--- src/rtl/pipeline_ctrl_pkg.sv ---
// Shared control definitions for the pipeline controller: FSM states,
// register-index width, counter widths and the canned control words.
package pipeline_ctrl_pkg;
  localparam int REG_IDX_W       = 4;
  localparam int MEM_TIMEOUT_DEF = 15;
  localparam int WAIT_CNT_W      = 8;
  localparam int STALL_CNT_W     = 16;

  typedef enum logic [1:0] {
    ST_RUN      = 2'd0,
    ST_MEM_WAIT = 2'd1,
    ST_ERROR    = 2'd2
  } ctrl_state_e;

  typedef struct packed {
    logic pc_en;
    logic if_id_en;
    logic id_ex_en;
    logic ex_mem_en;
    logic mem_wb_en;
    logic if_id_flush;
    logic id_ex_flush;
    logic mem_wb_flush;
  } ctl_t;

  localparam ctl_t CTL_RESET    = ctl_t'(8'b00000_111);
  localparam ctl_t CTL_IDLE     = ctl_t'(8'b00000_000);
  localparam ctl_t CTL_RUN      = ctl_t'(8'b11111_000);
  localparam ctl_t CTL_MEM_STL  = ctl_t'(8'b00000_001);
  localparam ctl_t CTL_BRANCH   = ctl_t'(8'b11111_110);
  // Front end holds; the ID/EX register still loads, taking the bubble.
  localparam ctl_t CTL_LOAD_USE = ctl_t'(8'b00111_010);
endpackage

--- src/rtl/pipeline_ctrl_if.sv ---
// Hazard inputs and pipeline-register controls between datapath and controller.
interface pipeline_ctrl_if;
  import pipeline_ctrl_pkg::*;

  logic [REG_IDX_W-1:0]   id_rn, id_rm, ex_rd;
  logic                   id_uses_rn, id_uses_rm;
  logic                   ex_mem_read, ex_branch_taken;
  logic                   mem_req, mem_ready;
  logic                   pc_en, if_id_en, id_ex_en, ex_mem_en, mem_wb_en;
  logic                   if_id_flush, id_ex_flush, mem_wb_flush;
  logic                   mem_timeout;
  logic [STALL_CNT_W-1:0] stall_cycles;

  modport master (
    output id_rn, id_rm, ex_rd, id_uses_rn, id_uses_rm,
           ex_mem_read, ex_branch_taken, mem_req, mem_ready,
    input  pc_en, if_id_en, id_ex_en, ex_mem_en, mem_wb_en,
           if_id_flush, id_ex_flush, mem_wb_flush, mem_timeout, stall_cycles
  );

  modport slave (
    input  id_rn, id_rm, ex_rd, id_uses_rn, id_uses_rm,
           ex_mem_read, ex_branch_taken, mem_req, mem_ready,
    output pc_en, if_id_en, id_ex_en, ex_mem_en, mem_wb_en,
           if_id_flush, id_ex_flush, mem_wb_flush, mem_timeout, stall_cycles
  );
endinterface

--- src/rtl/pipeline_hazard_detect.sv ---
// Load-use hazard: a load in EX writes a register the ID instruction reads.
module pipeline_hazard_detect
  import pipeline_ctrl_pkg::*;
(
  input  logic [REG_IDX_W-1:0] id_rn,
  input  logic [REG_IDX_W-1:0] id_rm,
  input  logic                 id_uses_rn,
  input  logic                 id_uses_rm,
  input  logic [REG_IDX_W-1:0] ex_rd,
  input  logic                 ex_mem_read,
  output logic                 load_use
);
  assign load_use = ex_mem_read &
                    ((id_uses_rn & (id_rn == ex_rd)) |
                     (id_uses_rm & (id_rm == ex_rd)));
endmodule

--- src/rtl/pipeline_ctrl.sv ---
// Pipeline stall/flush controller: memory-wait FSM with timeout, branch and
// load-use handling, and a saturating stall-cycle counter.
module pipeline_ctrl
  import pipeline_ctrl_pkg::*;
#(
  parameter int MEM_TIMEOUT = MEM_TIMEOUT_DEF
) (
  input  logic clk,
  input  logic reset,
  pipeline_ctrl_if.slave pif
);
  localparam logic [WAIT_CNT_W-1:0] TIMEOUT = WAIT_CNT_W'(MEM_TIMEOUT);

  ctrl_state_e            state_q, state_d;
  logic [WAIT_CNT_W-1:0]  wait_q, wait_d;
  logic [STALL_CNT_W-1:0] stall_q;
  logic                   err_q;
  logic                   load_use, mem_stall;
  ctl_t                   ctl, run_ctl;

  pipeline_hazard_detect u_hazard (
    .id_rn       (pif.id_rn),
    .id_rm       (pif.id_rm),
    .id_uses_rn  (pif.id_uses_rn),
    .id_uses_rm  (pif.id_uses_rm),
    .ex_rd       (pif.ex_rd),
    .ex_mem_read (pif.ex_mem_read),
    .load_use    (load_use)
  );

  // In MEM_WAIT the access is still outstanding, so only mem_ready releases it.
  assign mem_stall = (state_q == ST_MEM_WAIT) ? !pif.mem_ready
                                              : (pif.mem_req & !pif.mem_ready);

  always_comb begin
    run_ctl = CTL_RUN;
    if (pif.ex_branch_taken) run_ctl = CTL_BRANCH;
    else if (load_use)       run_ctl = CTL_LOAD_USE;
  end

  always_comb begin
    ctl     = CTL_IDLE;
    state_d = state_q;
    wait_d  = wait_q;
    if (reset) begin
      ctl     = CTL_RESET;
      state_d = ST_RUN;
      wait_d  = '0;
    end else begin
      case (state_q)
        ST_RUN, ST_MEM_WAIT: begin
          if (mem_stall) begin
            ctl = CTL_MEM_STL;
            if (state_q == ST_RUN) begin
              state_d = ST_MEM_WAIT;
              wait_d  = WAIT_CNT_W'(1);
            end else if (wait_q == TIMEOUT) begin
              state_d = ST_ERROR;
            end else begin
              wait_d = wait_q + WAIT_CNT_W'(1);
            end
          end else begin
            ctl     = run_ctl;
            state_d = ST_RUN;
            wait_d  = '0;
          end
        end
        default: ctl = CTL_IDLE;
      endcase
    end
  end

  always_ff @(posedge clk) begin
    if (reset) begin
      state_q <= ST_RUN;
      wait_q  <= '0;
      stall_q <= '0;
      err_q   <= 1'b0;
    end else begin
      state_q <= state_d;
      wait_q  <= wait_d;
      if (!ctl.pc_en && (stall_q != '1)) stall_q <= stall_q + STALL_CNT_W'(1);
      if (state_d == ST_ERROR) err_q <= 1'b1;
    end
  end

  assign pif.pc_en        = ctl.pc_en;
  assign pif.if_id_en     = ctl.if_id_en;
  assign pif.id_ex_en     = ctl.id_ex_en;
  assign pif.ex_mem_en    = ctl.ex_mem_en;
  assign pif.mem_wb_en    = ctl.mem_wb_en;
  assign pif.if_id_flush  = ctl.if_id_flush;
  assign pif.id_ex_flush  = ctl.id_ex_flush;
  assign pif.mem_wb_flush = ctl.mem_wb_flush;
  // Counters read as cleared for the whole reset window, not just after the edge.
  assign pif.mem_timeout  = err_q & !reset;
  assign pif.stall_cycles = reset ? '0 : stall_q;
endmodule

--- src/flat_wrapper.sv ---
// flat-port wrapper written by rule: the top's interface ports become plain ports
module pipeline_ctrl_flat import pipeline_ctrl_pkg::*;
#(
  parameter int MEM_TIMEOUT = MEM_TIMEOUT_DEF
)
  (clk, reset, pif_id_rn, pif_id_rm, pif_ex_rd, pif_id_uses_rn, pif_id_uses_rm, pif_ex_mem_read, pif_ex_branch_taken, pif_mem_req, pif_mem_ready, pif_pc_en, pif_if_id_en, pif_id_ex_en, pif_ex_mem_en, pif_mem_wb_en, pif_if_id_flush, pif_id_ex_flush, pif_mem_wb_flush, pif_mem_timeout, pif_stall_cycles);
  pipeline_ctrl_if pif_i ();
  input  logic clk;
  input  logic reset;
  input wire logic [$bits(pif_i.id_rn)-1:0] pif_id_rn;
  input wire logic [$bits(pif_i.id_rm)-1:0] pif_id_rm;
  input wire logic [$bits(pif_i.ex_rd)-1:0] pif_ex_rd;
  input wire logic [$bits(pif_i.id_uses_rn)-1:0] pif_id_uses_rn;
  input wire logic [$bits(pif_i.id_uses_rm)-1:0] pif_id_uses_rm;
  input wire logic [$bits(pif_i.ex_mem_read)-1:0] pif_ex_mem_read;
  input wire logic [$bits(pif_i.ex_branch_taken)-1:0] pif_ex_branch_taken;
  input wire logic [$bits(pif_i.mem_req)-1:0] pif_mem_req;
  input wire logic [$bits(pif_i.mem_ready)-1:0] pif_mem_ready;
  output wire logic [$bits(pif_i.pc_en)-1:0] pif_pc_en;
  output wire logic [$bits(pif_i.if_id_en)-1:0] pif_if_id_en;
  output wire logic [$bits(pif_i.id_ex_en)-1:0] pif_id_ex_en;
  output wire logic [$bits(pif_i.ex_mem_en)-1:0] pif_ex_mem_en;
  output wire logic [$bits(pif_i.mem_wb_en)-1:0] pif_mem_wb_en;
  output wire logic [$bits(pif_i.if_id_flush)-1:0] pif_if_id_flush;
  output wire logic [$bits(pif_i.id_ex_flush)-1:0] pif_id_ex_flush;
  output wire logic [$bits(pif_i.mem_wb_flush)-1:0] pif_mem_wb_flush;
  output wire logic [$bits(pif_i.mem_timeout)-1:0] pif_mem_timeout;
  output wire logic [$bits(pif_i.stall_cycles)-1:0] pif_stall_cycles;
  assign pif_i.id_rn = pif_id_rn;
  assign pif_i.id_rm = pif_id_rm;
  assign pif_i.ex_rd = pif_ex_rd;
  assign pif_i.id_uses_rn = pif_id_uses_rn;
  assign pif_i.id_uses_rm = pif_id_uses_rm;
  assign pif_i.ex_mem_read = pif_ex_mem_read;
  assign pif_i.ex_branch_taken = pif_ex_branch_taken;
  assign pif_i.mem_req = pif_mem_req;
  assign pif_i.mem_ready = pif_mem_ready;
  assign pif_pc_en = pif_i.pc_en;
  assign pif_if_id_en = pif_i.if_id_en;
  assign pif_id_ex_en = pif_i.id_ex_en;
  assign pif_ex_mem_en = pif_i.ex_mem_en;
  assign pif_mem_wb_en = pif_i.mem_wb_en;
  assign pif_if_id_flush = pif_i.if_id_flush;
  assign pif_id_ex_flush = pif_i.id_ex_flush;
  assign pif_mem_wb_flush = pif_i.mem_wb_flush;
  assign pif_mem_timeout = pif_i.mem_timeout;
  assign pif_stall_cycles = pif_i.stall_cycles;
  pipeline_ctrl #(.MEM_TIMEOUT(MEM_TIMEOUT)) u_core (.clk(clk), .reset(reset), .pif(pif_i));
endmodule
--- config.mk ---
export PLATFORM = sky130hd
export DESIGN_NAME = pipeline_ctrl_flat
export DESIGN_NICKNAME = d
export VERILOG_FILES = /design/src/rtl/pipeline_ctrl_pkg.sv /design/src/rtl/pipeline_ctrl_if.sv /design/src/rtl/pipeline_hazard_detect.sv /design/src/rtl/pipeline_ctrl.sv /design/src/flat_wrapper.sv
export SDC_FILE = /design/constraint.sdc
export NUM_CORES = 1
export LEC_CHECK = 0
export BUFFER_PORTS_ARGS = -buffer_cell sky130_fd_sc_hd__buf_2
export CORE_MARGIN = 2
export CORE_UTILIZATION = 45
export DETAILED_ROUTE_END_ITERATION = 8
export PLACE_DENSITY = 0.7
export SLEW_MARGIN = 20
export SYNTH_ARGS = -nofsm -noshare
export SYNTH_HDL_FRONTEND = slang
export SYNTH_SLANG_ARGS = --single-unit
--- constraint.sdc ---
create_clock -name clk -period 4.3 [get_ports clk]
set_clock_uncertainty 0.2 [all_clocks]
set_input_delay 0.215 -clock clk [delete_from_list [all_inputs] [get_ports clk]]
set_output_delay 0.215 -clock clk [all_outputs]
set_load 0.02 [all_outputs]
==> impl_metrics.env, run 1 <==
export IMPL_rsz0062_at_grt="no"
export IMPL_dr_pass1_iters=4
export IMPL_wl_um=3240
export IMPL_root_buffer="clkbuf_4"
export IMPL_cts_max_level=1
export IMPL_final_area_um2=1890
export IMPL_syn2layout_area_growth_pct=15.4
export IMPL_fin_nets=256
export IMPL_yosys_most_used_dff="dfxtp_1"
export IMPL_cts_sinks=27
export IMPL_critPathMaxFanout=17
export IMPL_setup_violations=0
export IMPL_routedWlPerCell_um=11.6
export IMPL_core_area_um2=3420
export IMPL_hold_viol_final=0
export IMPL_endpoint_kind="register"
export IMPL_hp_class="in -> reg"
export IMPL_fp_dieH_um=64.3
export IMPL_synth_most_common_cell="dfxtp_1"
export IMPL_n_fill_cell=343
export IMPL_path_clk_slew_ns=0.15
export IMPL_grt_pass1_wl_um=5620
export IMPL_synth_cells=194
export IMPL_syn_num_nets=216
export IMPL_min_period_ns=2.24
export IMPL_startpoint_type="register"
export IMPL_ys_ff_latch=27
export IMPL_p_switching_uw=125
export IMPL_ir_drop_mv=0.116
export IMPL_antenna_left=0
export IMPL_drive_above_1_share=0.288
export IMPL_clock_latency_ns=0.33
export IMPL_tritoncts="yes"
export IMPL_synthTopCellsByCount="dfxtp_1, nor2_1, nor2b_1"
export IMPL_p_sw_frac=0.283
export IMPL_cts_buffers=3
export IMPL_ys_seq_area_frac=0.330
export IMPL_drtIter0Drc=55
export IMPL_avgSynthCellArea_um2=8.44
export IMPL_antenna_found_initial=0
export IMPL_ys_warn_count=0
export IMPL_drc=0
export IMPL_initial_utilization=0.479
export IMPL_finalSetupTns_ns=0
export IMPL_slew_violations=0
export IMPL_worst_pin_slew_ns=0.653
export IMPL_powerDensity_nw_per_um2=234
export IMPL_netlist_cell_type_count=44
export IMPL_async_reset_ff_frac=0
export IMPL_grt_pass1_vias=1358
export IMPL_p_total_uw=442
export IMPL_viasPerCell=5.15
export IMPL_num_antenna_cells=0
export IMPL_fin_ws_ns=2.06
export IMPL_power_frac_seq=0.590
export IMPL_combPwrFrac=0.155
export IMPL_clkPwrFrac=0.255
export IMPL_critPathKind="reg -> reg"
export IMPL_fin_util=0.553
export IMPL_cts_setup_buffers=0
export IMPL_gp_congestion=0.776
export IMPL_grt_max_degree=40
export IMPL_place_ws_ns=2.07
export IMPL_status="finished clean"
export IMPL_fin_crit_sh=0.521
export IMPL_clock_fmax_mhz=447
export IMPL_synth_top_cell_by_area="dfxtp_1"
export IMPL_synth_area_leaders="dfxtp_1, nor2b_1, nor2_1, xnor2_1, nand2_1"
export IMPL_critPathRequiredTime_ns=4.34
export IMPL_drv_cap=0
export IMPL_port_buffers=44
export IMPL_hpwl_um=2470
export IMPL_ctsLongestPathBuffers=2
export IMPL_cp_arrival_ns=2.28
export IMPL_holdBufCountCts=0
export IMPL_vias=1437
export IMPL_dieArea_um2=4140
export IMPL_dieWidth_um=64.3
export IMPL_cellLeakagePower_uw=0.000782
export IMPL_p_int_uw=317
export IMPL_dpl_cell_area_um2=1860
export IMPL_relSlewSlack=0.564
export IMPL_ios=45
export IMPL_overflow=0
export IMPL_synth_edf_count=0
export IMPL_rows=21
export IMPL_syn_cell_area_um2=1640
export IMPL_yosysTopAreaCellShare=0.330
export IMPL_cts_resized=0
export IMPL_grtUsageTotal=0.166
==> flip-flops by register name (all words and copies together), names as in the netlist <==
name            flops
u_core.stall_q     16
u_core.state_q      2
u_core.wait_q       8
u_core.err_q        1
==> critical path, cell delays in order (launching register included) <==
cell	delay, ns
dfxtp_1	0.48
ha_1	0.24
nand3_2	0.18
or3_4	0.46
o21ai_4	0.19
nor3_2	0.09
mux2_4	0.30
==> placed cells by master, fill, tap and decap left out, types with 3 or more instances in the layout <==
cell	netlist	final
o31ai_1	3	3
mux2_2	5	5
xor2_1	6	6
buf_2	0	44
nor3_2	4	4
nand2_1	16	16
or4_1	5	5
nor2_1	23	23
nand3_1	10	10
nor4_1	5	5
a21oi_1	8	8
nor2b_1	17	17
xnor2_1	9	9
clkbuf_4	0	3
dfxtp_1	27	27
o21ai_0	8	8
inv_1	6	6
==> cell families (layout without fill, tap and decap cells) <==
| logic type | after synthesis | after routing | share of synthesized area |
|---|---|---|---|
| and+or+nand+nor | 100 | 100 | 0.359 |
| adders and majority gates | 2 | 2 | 0.0153 |
| DFF | 27 | 27 | 0.330 |
| AOI/OAI and AO/OA | 25 | 25 | 0.0971 |
| muxes | 10 | 10 | 0.0726 |
| xor gates and xnor gates | 15 | 15 | 0.0803 |
| buffers and inverters | 15 | 54 | 0.0459 |
==> per-stage QoR <==
stage | std cells | hold WS, ns
after floorplan | 194 | 0.208
after global placement | 275 | 0.287
after detailed placement | 275 | 0.283
after CTS | 279 | 0.00746
after global routing | 279 | 0.0261
final | 279 | 0.0136
==> final timing paths <==
check,from,end,cells after the start,slack [ns]
worst min-delay path,pif_mem_ready,u_core.wait_q[1],4,0.01
worst max-delay path,u_core.stall_q[0],u_core.stall_q[9],6,2.06
worst min register to register,u_core.wait_q[1],u_core.wait_q[1],2,0.30
worst max register to register,u_core.stall_q[0],u_core.stall_q[9],6,2.06
==> per-layer routing <==
metal  vias to the layer above  wire length [µm]  track usage
li1                        757                 -            -
met2                        41              1340        0.270
met5                         -                 0            0
met3                         4               187       0.0246
met1                       635              1670        0.223
met4                         0                41       0.0612
==> final cells by class <==
class	instances	area [µm²]	area share
tap	46	57.6	0.0305
timing repair buffer	44	220	0.117
clock inverter	1	5.00	0.00265
clock buffer	3	22.5	0.0119
multi-input combinational	152	1020	0.540
sequential	27	541	0.286
inverter	6	22.5	0.0119
==> power by group through the flow <==
| stage | clock network (µW) | registers (µW) | logic, µW |
|---|---|---|---|
| floorplan | 0 | 265 | 50.0 |
| global placement | 0 | 266 | 68.3 |
| detailed placement | 0 | 266 | 69.3 |
| CTS | 116 | 261 | 69.6 |
| global route | 130 | 262 | 75.3 |
| finish | 113 | 261 | 68.4 |
Note: power is estimated with default switching activity, not from simulation.
==> run 2, diff against run 1 <==
==> constraint.sdc (replaced) <==
create_clock -name clk -period 2.34 [get_ports clk]
set_clock_uncertainty 0.2 [all_clocks]
set_input_delay 0.117 -clock clk [delete_from_list [all_inputs] [get_ports clk]]
set_output_delay 0.117 -clock clk [all_outputs]
set_load 0.02 [all_outputs]
==> run 2 against run 1 <==
Against the previous run: combinational power is 110% higher; via count grew 2.4%; clock power increased by 84%; critical path depth up 1; critical path type is now in -> out; critical endpoint is now pif_if_id_en.
==> impl_metrics.env, run 2 (same netlist as run 1, synthesis figures left out) <==
export IMPL_status="finished clean"
export IMPL_regMostFlops="u_core.stall_q"
export IMPL_ir_drop_mv=0.271
export IMPL_drtIter0Drc=31
export IMPL_holdPathEnd="u_core.stall_q[0]"
export IMPL_clkPwrFrac=0.252
export IMPL_final_cell_mix="buf_2, dfxtp_1, nor2_1, nor2b_1, nand2_1"
export IMPL_dieWidth_um=64.3
export IMPL_worst_pin_slew_ns=0.440
export IMPL_cts_buffers=3
export IMPL_cp_common_cell="buf_2"
export IMPL_drc=0
export IMPL_grt_max_degree=39
export IMPL_cts_max_level=1
export IMPL_path_clk_slew_ns=0.14
export IMPL_cp_arrival_ns=1.85
export IMPL_setup_violations=0
export IMPL_hp_class="in -> reg"
export IMPL_overflow=0
export IMPL_syn2layout_area_growth_pct=18.9
export IMPL_r2r_start="u_core.state_q[0]"
export IMPL_crit_chain="dlygate4sd3_1 > buf_2 > o21ba_1 > nor3_2 > o31ai_2 > nor2_2 > buf_2"
export IMPL_hold_viol_final=0
export IMPL_ios=45
export IMPL_reg2reg_depth=6
export IMPL_gp_congestion=0.753
export IMPL_grt_pass1_wl_um=5450
export IMPL_critPathRequiredTime_ns=2.02
export IMPL_min_period_ns=2.17
export IMPL_fin_util=0.570
export IMPL_startpoint_type="primary input"
export IMPL_largest_reg_flops=16
export IMPL_critPathMaxFanout=7
export IMPL_clock_fmax_mhz=461
export IMPL_fin_crit_sh=0.928
export IMPL_crit_path_top_delay_cell="dlygate4sd3_1"
export IMPL_dieArea_um2=4140
export IMPL_layout_commonest_cell="buf_2"
export IMPL_top_regs="u_core.stall_q x16, u_core.wait_q x8, u_core.state_q x2"
export IMPL_initial_utilization=0.479
export IMPL_tritoncts="yes"
export IMPL_hpwl_um=2440
export IMPL_ctsLongestPathBuffers=2
export IMPL_slew_violations=0
export IMPL_p_sw_frac=0.279
export IMPL_min_delay_start="reset"
export IMPL_drive_above_1_share=0.296
export IMPL_dpl_cell_count=280
export IMPL_drv_cap=0
export IMPL_viasPerCell=5.14
export IMPL_num_antenna_cells=0
export IMPL_grt_pass1_vias=1316
export IMPL_wl_um=3260
export IMPL_cellLeakagePower_uw=0.000812
export IMPL_routedWlPerCell_um=11.4
export IMPL_grtUsageTotal=0.164
export IMPL_dr_pass1_iters=4
export IMPL_power_frac_seq=0.576
export IMPL_rows=21
export IMPL_relSlewSlack=0.705
export IMPL_antenna_found_initial=0
export IMPL_hold_path_cell_count=3
export IMPL_fp_dieH_um=64.3
export IMPL_reg2reg_to="u_core.stall_q[7]"
export IMPL_p_int_uw=594
export IMPL_crit_family="buffers and inverters"
export IMPL_regToRegSetupSlack_ns=0.22
export IMPL_powerDensity_nw_per_um2=423
export IMPL_rsz0062_at_grt="no"
export IMPL_fin_cells=286
export IMPL_port_buffers=44
export IMPL_cts_sinks=27
export IMPL_clock_latency_ns=0.33
export IMPL_endpoint_kind="primary output"
export IMPL_finalSetupTns_ns=0
export IMPL_fin_nets=263
export IMPL_vias=1471
export IMPL_critPathKind="in -> out"
export IMPL_root_buffer="clkbuf_4"
export IMPL_p_switching_uw=230
export IMPL_combPwrFrac=0.172
export IMPL_crit_buf_inv=3
export IMPL_slowest_delay_ns=0.54
export IMPL_core_area_um2=3420
export IMPL_antenna_left=0
run 2: changes by cell type in the layout (fill, tap and decap cells not counted):
cell | previous run | this run
clkinv_2 | 1 | 0
buf_4 | 0 | 5
dlygate4sd3_1 | 0 | 2
clkbuf_1 | 0 | 1
run 2: area by class of cell:
class / count / area, µm²
clock buffers: 4 / 26.3
fillers: 327 / 1470
inverters: 6 / 22.5
multi-input cells: 152 / 1020
flip-flops and latches: 27 / 541
well taps: 46 / 57.6
repair buffers: 51 / 278
run 2: worst register-to-register path, cell delays in order, from the launching register on:
cell	delay (ns)
dfxtp_1	0.40
o21ba_1	0.25
nor3_2	0.23
o31ai_2	0.17
o21ai_4	0.40
nor3_2	0.08
mux2_4	0.30
run 2: what timing repair did:
item                       in CTS  in global routing
hold endpoints to repair        4                  0
hold buffers                    2                  0
gates resized for setup         0                  0
setup endpoints to repair       0                  0
setup buffers                   0                  0
run 2: through the flow:
step | power [µW] | setup WS (ns) | hold WS (ns) | instance area [µm²]
2_1_floorplan | 579 | 0.0144 | 0.100 | 1640
5_1_grt | 861 | 0.0396 | 0.0948 | 1950
6_report | 824 | 0.169 | 0.0846 | 1950
4_1_cts | 836 | 0.163 | 0.0724 | 1950
3_3_place_gp | 623 | 0.229 | 0.272 | 1900
3_5_place_dp | 624 | 0.211 | 0.277 | 1900
run 2: worst max path at each step:
| stage | startpoint | to | slack (ns) | cells past startpoint |
|---|---|---|---|---|
| after global routing | pif_mem_ready | pif_if_id_en | 0.04 | 7 |
| after detailed placement | u_core.state_q[0] | u_core.stall_q[7] | 0.21 | 6 |
| after floorplan | u_core.state_q[0] | u_core.stall_q[8] | 0.01 | 6 |
| after CTS | u_core.state_q[0] | pif_pc_en | 0.16 | 5 |
| final | pif_mem_ready | pif_if_id_en | 0.17 | 7 |
| after global placement | u_core.state_q[0] | u_core.stall_q[9] | 0.23 | 6 |
run 2: layer usage:
layer	part of all wire	wire length (µm)	track usage
met1	0.51	1660	0.217
met2	0.41	1350	0.260
met3	0.053	173	0.0211
met5	0	0	0
met4	0.022	70	0.0878
run 2: power groups by stage:
stage	Sequential, µW	Combinational, µW	Clock [µW]
after floorplan	487	91.8	0
after global placement	484	139	0
after detailed placement	485	140	0
after CTS	474	143	219
after global routing	476	155	230
final	474	142	208
